===== src/rtl/conv_tap_mac.sv =====
// conv_tap_mac: convolution tap multiply-accumulate.
//
// Consumes the tmg control stream. Each enabled cycle selects one of the nine
// 3x3 window taps. The selected pixel is multiplied by its stored weight, and
// the product is accumulated with saturation. muxcontrol1 opens a window,
// which clears the accumulator. muxcontrol2 closes the window and emits the
// result.
//
// Handshake: en is a valid-only strobe. There is no ready signal and no
// backpressure. A control sample is consumed on every rising edge where
// en=1, and is ignored entirely when en=0. The downstream stage must accept
// every result_valid pulse.
//
// Optional feature: define CONV_TAP_RELU_EN to apply ReLU to the emitted
// result. When it is undefined, the result is a signed passthrough.
//
// Ports:
//   clk, rst          clock, synchronous active-high reset
//   en                control-stream valid
//   muxcontrol1       open window (clear accumulator)
//   muxcontrol2       close window (emit result)
//   muxout[3:0]       tap index: 0-8 tap, 15 idle, 9-14 illegal
//   pix_in, wgt_in    nine packed signed DATA_W values, tap k at [k*DATA_W +: DATA_W]
//   wgt_load          capture wgt_in into the weight bank
//   result            signed window result
//   result_valid      one-cycle pulse qualifying result
//   busy              window open
//   code_err          sticky illegal-code flag
module conv_tap_mac #(
  parameter int DATA_W = 8,
  parameter int ACC_W  = 20
) (
  input  logic                     clk,
  input  logic                     rst,
  input  logic                     en,
  input  logic                     muxcontrol1,
  input  logic                     muxcontrol2,
  input  logic [3:0]               muxout,
  input  logic [9*DATA_W-1:0]      pix_in,
  input  logic [9*DATA_W-1:0]      wgt_in,
  input  logic                     wgt_load,
  output logic signed [ACC_W-1:0]  result,
  output logic                     result_valid,
  output logic                     busy,
  output logic                     code_err
);

  localparam int PROD_W = 2 * DATA_W;
  localparam logic signed [ACC_W-1:0] ACC_MAX = {1'b0, {(ACC_W-1){1'b1}}};
  localparam logic signed [ACC_W-1:0] ACC_MIN = {1'b1, {(ACC_W-1){1'b0}}};

  logic signed [DATA_W-1:0] wgt_q [9];
  logic signed [DATA_W-1:0] pix_sel;
  logic signed [DATA_W-1:0] wgt_sel;
  logic                     tap_ok;
  logic                     tap_bad;
  logic signed [PROD_W-1:0] prod_comb;

  // Stage 1 registers
  logic signed [PROD_W-1:0] prod_r;
  logic                     prod_v;
  logic                     clr_d;
  logic                     cls_d;

  // Stage 2
  logic signed [ACC_W-1:0]  acc;
  logic signed [ACC_W:0]    base_w;
  logic signed [ACC_W:0]    add_w;
  logic signed [ACC_W:0]    sum_w;
  logic signed [ACC_W-1:0]  acc_next;
  logic signed [ACC_W-1:0]  act;

  // Tap select reads the registered weights. A same-cycle reload therefore
  // only takes effect on the following edge.
  always_comb begin
    pix_sel = '0;
    wgt_sel = '0;
    for (int k = 0; k < 9; k++) begin
      if (muxout == 4'(k)) begin
        pix_sel = pix_in[k*DATA_W +: DATA_W];
        wgt_sel = wgt_q[k];
      end
    end
  end

  assign tap_ok    = en && (muxout <= 4'd8);
  assign tap_bad   = en && (muxout >= 4'd9) && (muxout <= 4'd14);
  assign prod_comb = PROD_W'(pix_sel) * PROD_W'(wgt_sel);

  // Weight bank
  always_ff @(posedge clk) begin
    if (rst) begin
      for (int k = 0; k < 9; k++) wgt_q[k] <= '0;
    end else if (wgt_load) begin
      for (int k = 0; k < 9; k++) wgt_q[k] <= wgt_in[k*DATA_W +: DATA_W];
    end
  end

  // Stage 1: fetch / multiply, control delay, busy and error flags.
  // A close wins over an open in the busy update. This keeps busy at 0 when
  // both arrive together.
  always_ff @(posedge clk) begin
    if (rst) begin
      prod_r   <= '0;
      prod_v   <= 1'b0;
      clr_d    <= 1'b0;
      cls_d    <= 1'b0;
      busy     <= 1'b0;
      code_err <= 1'b0;
    end else begin
      prod_v <= tap_ok;
      if (tap_ok) prod_r <= prod_comb;
      clr_d <= en & muxcontrol1;
      cls_d <= en & muxcontrol2;
      if (en && muxcontrol2)      busy <= 1'b0;
      else if (en && muxcontrol1) busy <= 1'b1;
      if (tap_bad) code_err <= 1'b1;
    end
  end

  // Stage 2: clear, then add, then saturate. Both operands fit in ACC_W bits,
  // so one extra bit is enough to detect overflow.
  always_comb begin
    base_w = '0;
    add_w  = '0;
    if (!clr_d) base_w = (ACC_W+1)'(acc);
    if (prod_v) add_w = (ACC_W+1)'(prod_r);
    sum_w = base_w + add_w;
    if (sum_w[ACC_W] != sum_w[ACC_W-1]) acc_next = sum_w[ACC_W] ? ACC_MIN : ACC_MAX;
    else                                acc_next = sum_w[ACC_W-1:0];
  end

`ifdef CONV_TAP_RELU_EN
  assign act = acc_next[ACC_W-1] ? '0 : acc_next;
`else
  assign act = acc_next;
`endif

  always_ff @(posedge clk) begin
    if (rst) begin
      acc          <= '0;
      result       <= '0;
      result_valid <= 1'b0;
    end else begin
      acc          <= acc_next;
      result_valid <= cls_d;
      if (cls_d) result <= act;
    end
  end

endmodule


===== config.mk =====
export PLATFORM = sky130hd
export DESIGN_NAME = conv_tap_mac
export DESIGN_NICKNAME = d
export VERILOG_FILES = /design/src/rtl/conv_tap_mac.sv
export SDC_FILE = /design/constraint.sdc
export NUM_CORES = 1
export LEC_CHECK = 0
export CAP_MARGIN = 5
export CORE_MARGIN = 2
export CORE_UTILIZATION = 45
export DETAILED_ROUTE_END_ITERATION = 10
export HOLD_SLACK_MARGIN = 0.05
export PLACE_DENSITY = 0.76
export SLEW_MARGIN = 0
export SYNTH_ARGS = -nofsm -noshare
export SYNTH_HDL_FRONTEND = slang
export SYNTH_SLANG_ARGS = --single-unit

===== constraint.sdc =====
create_clock -name clk -period 6.9 [get_ports clk]
set_input_delay 1.38 -clock clk [delete_from_list [all_inputs] [get_ports clk]]
set_output_delay 1.38 -clock clk [all_outputs]
set_load 0.03 [all_outputs]

==> metrics.yaml <==
outcome:
  status: "finished, final reports clean"
cts:
  cts.sinks: 134
  clk_latency_ns: 0.43
  h-tree-depth: 4
  path_clk_slew_ns: 0.06
  clockRootBuffer: "clkbuf_16"
  cts_made_buffers: 17
  hold_buffers: 0
  clockBufferDepth: 2
  cts_tree: "built"
yosys:
  ys_seq_area_share_pct: 34.23
  synth_warnings: 0
  synth_seq_cells: 134
  synth_edf_count: 72
  synth_fp_nets: 1299
  synth.distinct_cells: 76
  synth_ff_type: "edfxtp_1"
  synthArstFlopShare_pct: 0
  netlist_instances: 1040
  syn_area_per_cell_sq_um: 9.561
  syn_area_sq_um: 9943
run:
  drv_cap: 0
layout:
  mostFrequentLayoutCell: "clkdlybuf4s50_1"
  antenna_cells: 0
  final_area_sq_um: 13220
  fill_cells: 1826
  post-route-util_pct: 60.74
  area_growth_pct: 32.91
  final_cell_mix: "clkdlybuf4s50_1 (173), nor2_1 (116), inv_1 (96)"
  finalNetCount: 1532
  drive_above_1_share_pct: 15.24
timing:
  layout_min_cycle_time_ns: 6.689
  max_slew_margin_pct: 23.61
  fmax_ghz: 0.1495
  drv_slew: 0
  skew_ns: 0.02220
  setup_viol: 0
  fin_crit_sh_pct: 96.94
  tightest_slew_ns: 1.146
  timing.hold.ws_ns: 0.4501
  fin_ws_ns: 0.2114
  finalHoldViolCount: 0
critical_path:
  worstPathRequired_ns: 7.24
  cpPeakStageDelay_ns: 0.54
  cp_slowest_cell: "fa_1"
  path_class: "input pin to register"
  cp-end-kind: "register"
  worst_setup_path_start_kind: "input pin"
  crit_top_cell: "fa_1"
  cp_max_fo: 8
  worstPathArrival_ns: 7.03
power_and_ir_drop:
  vdd_drop_max_uv: 126.3
  seqPwrFrac_pct: 35.4
  p_per_area_nw_per_um2: 198.7
  p_leak_uw: 0.005541
  p_clk_share_pct: 33.0
  power.total_uw: 2625
  p_sw_uw: 831.6
  p_comb_share_pct: 31.6
  switching_share_pct: 31.68
  p_int_uw: 1794
min_path:
  min_path_type: "register to register"
place:
  place_congestion: 0.9365
  place_ws_ns: -0.6246
  portBuffers: 176
  postPlaceCellArea_sq_um: 12490
  dp_hpwl_mm: 20.46
floorplan:
  dieArea_sq_um: 23300
  start_util_pct: 45.70
  die_h_um: 152.6
  fp.dieW_um: 152.6
  coreArea_sq_um: 21760
  row_count: 54
  io_pins: 177
global_route:
  antenna_found_initial: 0
  globalRouteOverflowTotal: 0
  track_usage_pct: 22.45
  grt_max_degree: 73
  grt_pass1_vias: 8373
  grt_first_pass_wirelength_mm: 42.39
detailed_routing:
  drtAntennaViolNets: 0
  finalWirelength_mm: 26.15
  vias_per_cell: 5.338
  met3WireLength_mm: 1.512
  via_count: 8359
  wl_met1_mm: 11.11
  drt_iter0_markers: 532
  dr.pass1.iters: 7
  drc: 0
  route.met2.wl_mm: 12.90
  highest_layer: "met4"
  wl_per_cell_um: 16.70
-- state kept, by name, summed over array words and instances, names as in the netlist, 16 cells and up --
signal	cells
prod_r	16
result	20
wgt_q	72
acc	20
-- critical path, delay by kind of cell --
family | cells | cell delay [ns]
AO/OA/AOI/OAI | 8 | 1.50
AND/OR/NAND/NOR | 4 | 0.46
adder cells (fa/ha/maj) | 5 | 2.38
XOR/XNOR | 1 | 0.10
buffers and inverters | 8 | 1.22
-- logic make-up (layout without fill, tap and decap cells) --
group	count (synthesis)	in the layout	synth area share [%]
buffers and inverters	150	396	6.078
and+or+nand+nor	365	365	18.50
DFF	134	134	34.23
AOI/OAI and AO/OA	211	211	15.10
xor gates and xnor gates	18	18	1.585
muxes	39	39	4.983
adders and majority gates	123	123	19.53
-- power by group through the flow --
| stage | clock network [uW] | logic, uW | registers [uW] |
|---|---|---|---|
| 6_report | 866 | 828 | 930 |
| 3_5_place_dp | 0 | 800 | 947 |
| 3_3_place_gp | 0 | 784 | 944 |
| 2_1_floorplan | 0 | 489 | 951 |
| 4_1_cts | 872 | 808 | 931 |
| 5_1_grt | 912 | 922 | 936 |
-- synthesized netlist by cell type, types with 7 or more instances --
cell | instances | area [sq um]
nor2_1 | 117 | 439.2
inv_1 | 96 | 360.4
and2_1 | 93 | 581.8
edfxtp_1 | 72 | 2162
dfxtp_1 | 62 | 1241
fa_1 | 57 | 1141
nand2_1 | 57 | 214.0
ha_1 | 48 | 600.6
a21oi_1 | 44 | 220.2
clkbuf_1 | 36 | 135.1
o21ai_0 | 29 | 145.1
mux2i_1 | 27 | 270.3
nor2b_1 | 26 | 162.7
a211oi_1 | 20 | 150.1
o21a_1 | 17 | 127.6
o21ai_1 | 17 | 85.08
maj3_2 | 16 | 180.2
nand3_1 | 15 | 75.07
nor3_1 | 13 | 65.06
a222oi_1 | 12 | 120.1
nand2b_1 | 12 | 75.07
xnor2_1 | 12 | 105.1
a211oi_2 | 10 | 125.1
o211ai_1 | 10 | 75.07
a21o_1 | 8 | 60.06
mux4_2 | 8 | 180.2
a21boi_1 | 7 | 52.55
-- stage by stage --
step / TNS, ns / cells
4_1_cts: 0 / 1560
3_3_place_gp: -1.862 / 1528
3_5_place_dp: -3.367 / 1528
5_1_grt: -0.03025 / 1566
2_1_floorplan: 0 / 1040
6_report: 0 / 1566
-- layer usage --
| metal | global-route usage, % | vias to the layer above |
|---|---|---|
| met5 | 0 | - |
| met4 | 6.614 | 0 |
| met3 | 4.437 | 42 |
| met2 | 39.44 | 274 |
| met1 | 28.03 | 3987 |
| li1 | - | 4056 |
-- what timing repair did --
action                                  4_1_cts  5_1_grt
setup buffers                                 0        5
endpoints found under the hold margin         0        0
pin swaps                                     0        9
endpoints found under the setup margin        4        7
gates resized for setup                       3       25
cloned                                        0        1
-- final timing paths --
kind                             startpoint    endpoint  slack (ns)  cells past startpoint
worst max register to register  wgt_q[0][2]  prod_r[13]        1.58                     23
worst min-delay path             prod_r[10]  prod_r[10]        0.45                      2
worst min register to register   prod_r[10]  prod_r[10]        0.45                      2
worst max-delay path              muxout[1]  prod_r[13]        0.21                     26
-- final cells by class --
class	instances	area, sq um	share of cell area, %
Timing Repair Buffer	265	2475	18.73
Multi-Input combinational cell	756	6052	45.80
Clock buffer	17	425.4	3.219
Clock inverter	15	137.6	1.041
Inverter	99	371.6	2.812
Sequential cell	134	3403	25.75
Tap cell	280	350.3	2.651
Power figures use the tool's default switching activity.
